`config.mk`:
```
export PLATFORM = sky130hd
export DESIGN_NAME = packet_ejector
export DESIGN_NICKNAME = d
export VERILOG_FILES = /design/src/rtl/packet_ejector_pkg.sv /design/src/rtl/ejector_fifo.sv /design/src/rtl/packet_ejector.sv
export SDC_FILE = /design/constraint.sdc
export NUM_CORES = 1
export LEC_CHECK = 0
export CELL_PAD_IN_SITES_DETAIL_PLACEMENT = 1
export CELL_PAD_IN_SITES_GLOBAL_PLACEMENT = 2
export CORE_ASPECT_RATIO = 1.1
export CORE_MARGIN = 5
export CORE_UTILIZATION = 40
export DETAILED_ROUTE_END_ITERATION = 10
export PLACE_DENSITY_LB_ADDON = 0.05
export SLEW_MARGIN = 15
export SYNTH_ARGS = -nofsm -noshare
export SYNTH_HDL_FRONTEND = slang
export SYNTH_SLANG_ARGS = --single-unit
```
`constraint.sdc`:
```
create_clock -name clk -period 4.93 [get_ports clk]
set_input_delay 0.493 -clock clk [delete_from_list [all_inputs] [get_ports clk]]
set_output_delay 0.493 -clock clk [all_outputs]
set_load 0.01 [all_outputs]
```
`src/rtl/packet_ejector_pkg.sv`:
```
// Shared definitions for the packet ejector: packet field layout and accept-FSM encodings.
package packet_ejector_pkg;

   // xDst 31:28 | yDst 27:24 | xSrc 23:20 | ySrc 19:16 | PacketID 15:6 | ModuleID 5:0
   typedef struct packed {
      logic [3:0] x_dst;
      logic [3:0] y_dst;
      logic [3:0] x_src;
      logic [3:0] y_src;
      logic [9:0] packet_id;
      logic [5:0] module_id;
   } packet_t;

   localparam int DST_MSB = 31;
   localparam int DST_LSB = 24;

   typedef enum logic [1:0] {
      ST_IDLE    = 2'b00,
      ST_ACK     = 2'b01,
      ST_RELEASE = 2'b10
   } acc_state_e;

endpackage

```
`src/rtl/ejector_fifo.sv`:
```
// Synchronous receive FIFO with registered level and full flag.
module ejector_fifo #(
   parameter int W     = 32,
   parameter int DEPTH = 4
) (
   input  logic                     clk,
   input  logic                     rst,
   input  logic                     push,
   input  logic [W-1:0]             wr_data,
   input  logic                     pop,
   output logic [W-1:0]             rd_data,
   output logic [$clog2(DEPTH):0]   level,
   output logic                     full,
   output logic                     empty
);
   localparam int AW = $clog2(DEPTH);
   localparam int LW = AW + 1;

   logic [W-1:0]  mem_q [DEPTH];
   logic [AW-1:0] wr_ptr_q, wr_ptr_d;
   logic [AW-1:0] rd_ptr_q, rd_ptr_d;
   logic [LW-1:0] level_q, level_d;
   logic          full_q, full_d;
   logic          do_push, do_pop;

   always_comb begin
      do_push  = push && !full_q;
      do_pop   = pop && (level_q != '0);
      wr_ptr_d = wr_ptr_q + AW'(do_push);
      rd_ptr_d = rd_ptr_q + AW'(do_pop);
      level_d  = level_q + LW'(do_push) - LW'(do_pop);
      full_d   = (level_d == LW'(DEPTH));
   end

   always_ff @(posedge clk or posedge rst) begin
      if (rst) begin
         wr_ptr_q <= '0;
         rd_ptr_q <= '0;
         level_q  <= '0;
         full_q   <= 1'b0;
      end else begin
         wr_ptr_q <= wr_ptr_d;
         rd_ptr_q <= rd_ptr_d;
         level_q  <= level_d;
         full_q   <= full_d;
      end
   end

   // Storage needs no reset; occupancy is tracked by the pointers.
   always_ff @(posedge clk) begin
      if (do_push) mem_q[wr_ptr_q] <= wr_data;
   end

   assign rd_data = mem_q[rd_ptr_q];
   assign level   = level_q;
   assign full    = full_q;
   assign empty   = (level_q == '0);
endmodule

```
`src/rtl/packet_ejector.sv`:
```
// Router Local-port sink: accept FSM into a FIFO, rate-limited drain with destination check.
//   state      | meaning
//   ST_IDLE    | waiting for a request while the FIFO has room
//   ST_ACK     | grant pulse out, packet already pushed
//   ST_RELEASE | waiting for the router to drop its stale request
module packet_ejector
   import packet_ejector_pkg::*;
#(
   parameter logic [5:0] routerID    = 6'b000_000,
   parameter int         dataWidth   = 32,
   parameter int         dim         = 4,
   parameter int         FifoDepth   = 4,
   parameter int         DrainPeriod = 1,
   parameter logic [7:0] ExpectDst   = 8'b1001_0010
) (
   input  logic                          clk,
   input  logic                          reset,
   input  logic                          ReqUpStr,
   output logic                          GntUpStr,
   output logic                          UpStrFull,
   input  logic [dataWidth-1:0]          PacketIn,
   input  logic                          DrainEn,
   output logic                          RxValid,
   output logic [dataWidth-1:0]          RxPacket,
   output logic                          RxError,
   output logic [15:0]                   RxCount,
   output logic [15:0]                   ErrCount,
   output logic [$clog2(FifoDepth):0]    FifoLevel
);
   localparam int             TW   = (DrainPeriod > 1) ? $clog2(DrainPeriod) : 1;
   localparam logic [TW-1:0]  TMAX = TW'(DrainPeriod - 1);

   acc_state_e           state_q, state_d;
   logic                 gnt_q, gnt_d;
   logic [TW-1:0]        timer_q, timer_d;
   logic                 rx_valid_q, rx_valid_d;
   logic [dataWidth-1:0] rx_packet_q, rx_packet_d;
   logic                 rx_error_q, rx_error_d;
   logic [15:0]          rx_count_q, rx_count_d;
   logic [15:0]          err_count_q, err_count_d;

   logic                 push, pop;
   logic                 fifo_full, fifo_empty;
   logic [dataWidth-1:0] fifo_head;

   logic unused_cfg;
   assign unused_cfg = ^{routerID, dim[0]};

   ejector_fifo #(.W(dataWidth), .DEPTH(FifoDepth)) u_fifo (
      .clk     (clk),
      .rst     (reset),
      .push    (push),
      .wr_data (PacketIn),
      .pop     (pop),
      .rd_data (fifo_head),
      .level   (FifoLevel),
      .full    (fifo_full),
      .empty   (fifo_empty)
   );

   // Full is judged on the registered flag, so a same-cycle pop never frees a slot early.
   always_comb begin
      state_d = state_q;
      gnt_d   = 1'b0;
      push    = 1'b0;
      case (state_q)
         ST_IDLE: begin
            if (ReqUpStr && !fifo_full) begin
               push    = 1'b1;
               gnt_d   = 1'b1;
               state_d = ST_ACK;
            end
         end
         ST_ACK:     state_d = ReqUpStr ? ST_RELEASE : ST_IDLE;
         ST_RELEASE: if (!ReqUpStr) state_d = ST_IDLE;
         default:    state_d = ST_IDLE;
      endcase
   end

   always_comb begin
      pop         = (timer_q == TMAX) && DrainEn && !fifo_empty;
      timer_d     = pop ? '0 : ((timer_q == TMAX) ? timer_q : timer_q + 1'b1);
      rx_valid_d  = pop;
      rx_error_d  = pop && (fifo_head[DST_MSB:DST_LSB] != ExpectDst);
      rx_packet_d = pop ? fifo_head : rx_packet_q;
      rx_count_d  = rx_count_q + 16'(pop);
      err_count_d = err_count_q + 16'(rx_error_d);
   end

   always_ff @(posedge clk or posedge reset) begin
      if (reset) begin
         state_q     <= ST_IDLE;
         gnt_q       <= 1'b0;
         timer_q     <= '0;
         rx_valid_q  <= 1'b0;
         rx_packet_q <= '0;
         rx_error_q  <= 1'b0;
         rx_count_q  <= '0;
         err_count_q <= '0;
      end else begin
         state_q     <= state_d;
         gnt_q       <= gnt_d;
         timer_q     <= timer_d;
         rx_valid_q  <= rx_valid_d;
         rx_packet_q <= rx_packet_d;
         rx_error_q  <= rx_error_d;
         rx_count_q  <= rx_count_d;
         err_count_q <= err_count_d;
      end
   end

   assign GntUpStr  = gnt_q;
   assign UpStrFull = fifo_full;
   assign RxValid   = rx_valid_q;
   assign RxPacket  = rx_packet_q;
   assign RxError   = rx_error_q;
   assign RxCount   = rx_count_q;
   assign ErrCount  = err_count_q;
endmodule

```
### Yosys cells after proc, flatten, opt, wreduce, memory -nomap -nowiden

Memories as Yosys holds them, arrays and structs flattened.
Index checks and enable logic that the tools add are counted.

| cells by class | value |
|---|---|
| reduce and logical (&&, ||, !) cells | 12 |
| $add $sub $neg | 7 |
| equality and inequality tests | 6 |
| bitwise gates (word level) | 1 |
| multiply operators | 0 |
| mux-type cells | 10 |
| divide/modulo/power cells | 0 |
| magnitude comparators | 0 |
| shifts and indexed selects | 0 |

Operators with widths:

| operator | number |
|---|---|
| adder 16 x 1 -> 16 bit | 2 |
| inequality test 8 bit (second input constant) | 1 |
| logical AND 1 bit | 6 |
| 2-to-1 mux 1 bit | 6 |
| 2-to-1 mux 2 bit | 3 |
| case mux 2 bit (3 select lines) | 1 |
| adder 2 x 1 -> 2 bit | 2 |
| inequality test 2 bit (second input constant) | 2 |
| adder 3 x 1 -> 3 bit | 1 |
| == test 3 bit (second input constant) | 1 |
| zero test 3 bit | 1 |
| nonzero test 3 bit | 1 |
| subtractor 3 x 1 -> 3 bit | 1 |
| == test 2 x 1 -> 1 bit (second input constant) | 1 |
| == test 2 bit (second input constant) | 1 |
| zero test 1 bit | 2 |
| zero test 2 bit | 1 |
| AND reduction 2 bit | 1 |
| adder 1 bit (second input constant) | 1 |
| inverter 1 bit | 1 |

| storage, ports and cells | value |
|---|---|
| word-level logic and storage cells | 49 |
| memories | 1 |
| register bits after elaboration | 78 |
| RAM bits | 128 |
| latch bits | 0 |
| ROM bits | 0 |
| bits of input ports | 36 |

Memory list:

| memory | words | bits a word | rd ports | clocked after memory_dff | wr ports | line | RTL |
|---|---|---|---|---|---|---|---|
| u_fifo.mem_q | 4 | 32 | 1 | 0 | 1 | ejector_fifo.sv:19 | `logic [W-1:0] mem_q [DEPTH];` |

### Logic depth before layout (Yosys ltp)

| logic depth | value |
|---|---|
| depth after elaboration | 8 |
| gate-level depth with buffers | 11 |
| gate-level depth less buffers | 9 |

### By module

Synthesis repeated with hierarchy kept, for this count alone.

| unflattened totals | value |
|---|---|
| cell total of the unflattened synthesis | 399 |
| area total of the unflattened synthesis | 7847.5 um^2 |

Modules (own cells, without submodules):

| module | cells an instance | area each (um^2) | sequential area each (um^2) | times used |
|---|---|---|---|---|
| ejector_fifo | 198 | 5053.6 | 4043.9 | 1 |
| packet_ejector | 201 | 2793.9 | 1726.7 | 1 |

### Worst setup path before layout

No wires, ideal clock.

| timing | value |
|---|---|
| kind | input to register |
| from | input port ReqUpStr |
| to | memory u_fifo.mem_q[0][0], enable pin |
| arrival | 3.372 ns |
| cell stages on the path | 2 |
| data required time | 4.462 ns |
| path slack | 1.090 ns |
| cell sequence | nor4b_1 -> nor3b_1 |

| between the ends | value |
|---|---|
| longest elaborated chain between the ends | 6 |

Ends and longest elaborated chain:

| what | line | RTL |
|---|---|---|
| start, declared | packet_ejector.sv:18 | `input logic ReqUpStr,` |
| logical AND 1 bit | packet_ejector.sv:68 | `if (ReqUpStr && !fifo_full) begin` |
| 2-to-1 mux 1 bit | packet_ejector.sv:68 |  |
| 2-to-1 mux 1 bit | packet_ejector.sv:66 | `case (state_q)` |
| logical AND 1 bit | ejector_fifo.sv:27 | `do_push = push && !full_q;` |
| 2-to-1 mux 1 bit | ejector_fifo.sv:51 | `if (do_push) mem_q[wr_ptr_q] <= wr_data;` |
| 2-to-1 mux 1 bit (implied by the code) | ejector_fifo.sv:51 |  |
| end, declared | ejector_fifo.sv:19 |  |

Every way passes these cells.

### Final worst setup path

| timing | value |
|---|---|
| from | register u_fifo.rd_ptr_q[0] |
| to | register err_count_q[14], in the netlist ErrCount[14] |

| between the ends | value |
|---|---|
| longest elaborated chain between the ends | 4 |

Ends and longest elaborated chain:

| what | line | RTL |
|---|---|---|
| start, declared | ejector_fifo.sv:21 | `logic [AW-1:0] rd_ptr_q, rd_ptr_d;` |
| start signal, assigned | ejector_fifo.sv:43 | `rd_ptr_q <= rd_ptr_d;` |
| memory (4 x 32 bit) | -- |  |
| inequality test 8 bit | packet_ejector.sv:84 | `rx_error_d = pop && (fifo_head[DST_MSB:DST_LSB] != ExpectDst);` |
| logical AND 1 bit | packet_ejector.sv:84 |  |
| named net rx_error_d | packet_ejector.sv:38 | `logic rx_error_q, rx_error_d;` |
| adder 16 x 1 -> 16 bit | packet_ejector.sv:87 | `err_count_d = err_count_q + 16'(rx_error_d);` |
| named net err_count_d[14] | packet_ejector.sv:40 | `logic [15:0] err_count_q, err_count_d;` |
| end signal, assigned | packet_ejector.sv:108 | `err_count_q <= err_count_d;` |
| end, declared | packet_ejector.sv:40 |  |

The timed path passes the listed nets, and every way through them passes these cells.
A chain may end at the register's enable or synchronous reset.

==> results.ini <==
[worst_setup_path]
start_kind=flip-flop
reg2reg_from=u_fifo.rd_ptr_q[0]
endpoint_kind=flip-flop
cp_slowest_cell=dfrtp_2
critPathMostFrequentCell=ha_1
cp.arrival_ps=3630
crit_type=reg2reg
crit_path_max_fanout=25
r2r_slack_ps=1680
r2r-end=ErrCount[14]
critical_path.max_stage_delay_ps=950
crit_path_cell_trace=mux4_2 -> nor4b_2 -> a41oi_1 -> ha_1 -> ha_1 -> nand3_1 -> inv_1 -> nand4_1 -> xnor2_1
crit_required_ps=5310
reg2reg_depth=9

[clock_tree]
cts_resized=0
insertion_delay_ps=500
clkTransAtPathRegs_ps=60
clock_sinks=205
htreeDepth=1
cts_max_path_buffers=3
cts_hold_buffers=0
post-cts-setup-buffers=0
clock_tree.root_cell=clkbuf_16
cts_inserted_buffers=23
cts_tree=yes

[global_route]
grt_max_degree=48
grt-ovfl-total=0
track_usage=0.1455
grt_pass1_vias=4666
grt_pass1_wl_um=25470
antenna_found_initial=2

[floorplan]
core_area_um2=19100
boundaryPins=107
fp.dieH_um=155.9
initial_core_util=0.4053
dieWidth_um=142.6
die_area_um2=22240
rows=53

[yosys]
ys_ff_latch=205
synth_nets=503
synthCells=458
synth.cell_area_um2=7740
yosysWarningCount=0
synth_seq_area_share=0.7456
synth_cell_type_count=28
syn_avg_cell_area_um2=16.90

[timing]
maxSlewViolCount=0
fin_crit_sh=0.6602
setup_violations=0
rsz0062_at_grt=no
tightest_slew_ps=1067
finalSetupTns_ps=0
period_minus_slack_ps=3255
worst_slew_margin_rel=0.2872
skew_ps=10.10
timing.fmax_mhz=307.3
finalHoldViolations=0
whs_ps=473.9

[power]
vdd_drop_max_uv=351.7
power_leakage_nw=3.737
power.total_w=0.005695
p_per_area_nw_per_um2=579.9

[cells_and_area]
fin_area_um2=9822
nFillCells=1807
syn2layout_area_growth_pct=26.90
ff_latch_area_um2=5773
drive_gt1_frac=0.1309
layout_commonest_cell=edfxtp_1
final_nets=625
multi_input_area_um2=1849
antennaDiodeCount=0
most-common-layout-cells=edfxtp_1 (128), nand2_1 (108), clkdlybuf4s50_1 (106), dfrtp_1 (75), mux4_2 (32)

[route]
drt-met1-wl_um=6883
via_per_inst=4.943
routed_wl_um=15920
vias=4167
top_layer_used=met5
wl_per_cell_um=18.88
dr.pass1.iters=6
dr_wl_met2_um=7769
route.met3.wl_um=987
ant_nets=0
drt_iter0_drc=168
drcViolationCount=0

[status]
status=completed

[place]
postPlaceCellArea_um2=9080
port_buffers=106
post-dp-hpwl_um=9754
routabilityCongestion=0.6590

[worst_hold_path]
hold_path.class=in2async

[run]
drv_cap=0

==> stage by stage <==
step                instances  setup WS, ps  utilization
finish                    843          1675       0.5143
global route              843          1387       0.5143
CTS                       843          1554       0.5143
detailed placement        802          1576       0.4754
global placement          802          1717       0.4754
floorplan                 458          1090            -
==> how the worst max path moves through the flow <==
stage	from	end	slack, ps	depth (start not counted)
2_1_floorplan	ReqUpStr	u_fifo.mem_q[0][0]	1090	2
3_3_place_gp	u_fifo.rd_ptr_q[0]	ErrCount[7]	1720	8
3_5_place_dp	u_fifo.rd_ptr_q[0]	ErrCount[14]	1580	9
4_1_cts	u_fifo.rd_ptr_q[0]	ErrCount[14]	1550	9
5_1_grt	u_fifo.rd_ptr_q[0]	ErrCount[15]	1390	8
6_report	u_fifo.rd_ptr_q[0]	ErrCount[14]	1680	9
==> critical path: cells and delay by family (launching register included) <==
kind                     cells  cell delay (ps)
AND/OR/NAND/NOR              3              490
AO/OA/AOI/OAI                1              340
multiplexers                 1              610
flip-flops                   1              950
XOR/XNOR                     1              150
adder cells (fa/ha/maj)      2              430
buffers and inverters        1              150
==> per-layer routing <==
| metal | track usage | up-vias |
|---|---|---|
| li1 | - | 1910 |
| met1 | 0.1881 | 2118 |
| met2 | 0.2487 | 108 |
| met3 | 0.03617 | 27 |
| met4 | 0.03486 | 4 |
| met5 | 0 | - |
==> power by group <==
part	internal [W]	leakage (nW)	switching, W
Clock	0.00103	0.362	0.000653
Combinational	0.000799	1.25	0.000632
Sequential	0.00224	2.13	0.000346
Total	0.00406	3.74	0.00163
==> flip-flops by register name, indices dropped and copies added (netlist names), 2 cells and up <==
signal and count:
ErrCount 16, RxCount 16, u_fifo.level 3, state_q 2, u_fifo.rd_ptr_q 2, RxPacket 32, u_fifo.wr_ptr_q 2, u_fifo.mem_q 128
==> cell usage after synthesis <==
cell type / count / share of area
a41oi_1: 1 / 0.0011
and2_1: 1 / 0.00081
and3_1: 4 / 0.0032
and3b_1: 1 / 0.0011
buf_1: 2 / 0.00097
buf_2: 3 / 0.0019
buf_6: 4 / 0.0058
clkbuf_1: 5 / 0.0024
dfrtp_1: 77 / 0.25
edfxtp_1: 128 / 0.50
fa_1: 1 / 0.0026
ha_1: 8 / 0.013
inv_1: 13 / 0.0063
mux4_2: 32 / 0.093
nand2_1: 108 / 0.052
nand3_1: 13 / 0.0084
nand4_1: 4 / 0.0032
nor2_1: 6 / 0.0029
nor3_1: 4 / 0.0026
nor3b_1: 2 / 0.0019
nor4_1: 1 / 0.00081
nor4_2: 1 / 0.0016
nor4_4: 1 / 0.0027
nor4b_1: 3 / 0.0034
nor4b_2: 1 / 0.0019
o31ai_4: 1 / 0.0027
xnor2_1: 23 / 0.026
xor2_1: 10 / 0.011
==> cell families (layout without fill, tap and decap cells) <==
group | after synthesis | after routing | share of synthesized area
mux | 32 | 32 | 0.09311
simple gates | 150 | 150 | 0.08713
buf+inv | 27 | 165 | 0.01746
xor+xnor | 33 | 33 | 0.03734
fa+ha+maj | 9 | 9 | 0.01552
flops | 205 | 205 | 0.7456
compound gates | 2 | 2 | 0.003880
==> area by class of cell <==
class	instances	share of cell area
timing repair buffer	111	0.1118
clock inverter	12	0.01363
clock buffer	29	0.06191
tap	247	0.03146
inverter	13	0.005096
sequential	205	0.5878
multi-input combinational	226	0.1883
Power figures use the tool's default switching activity.
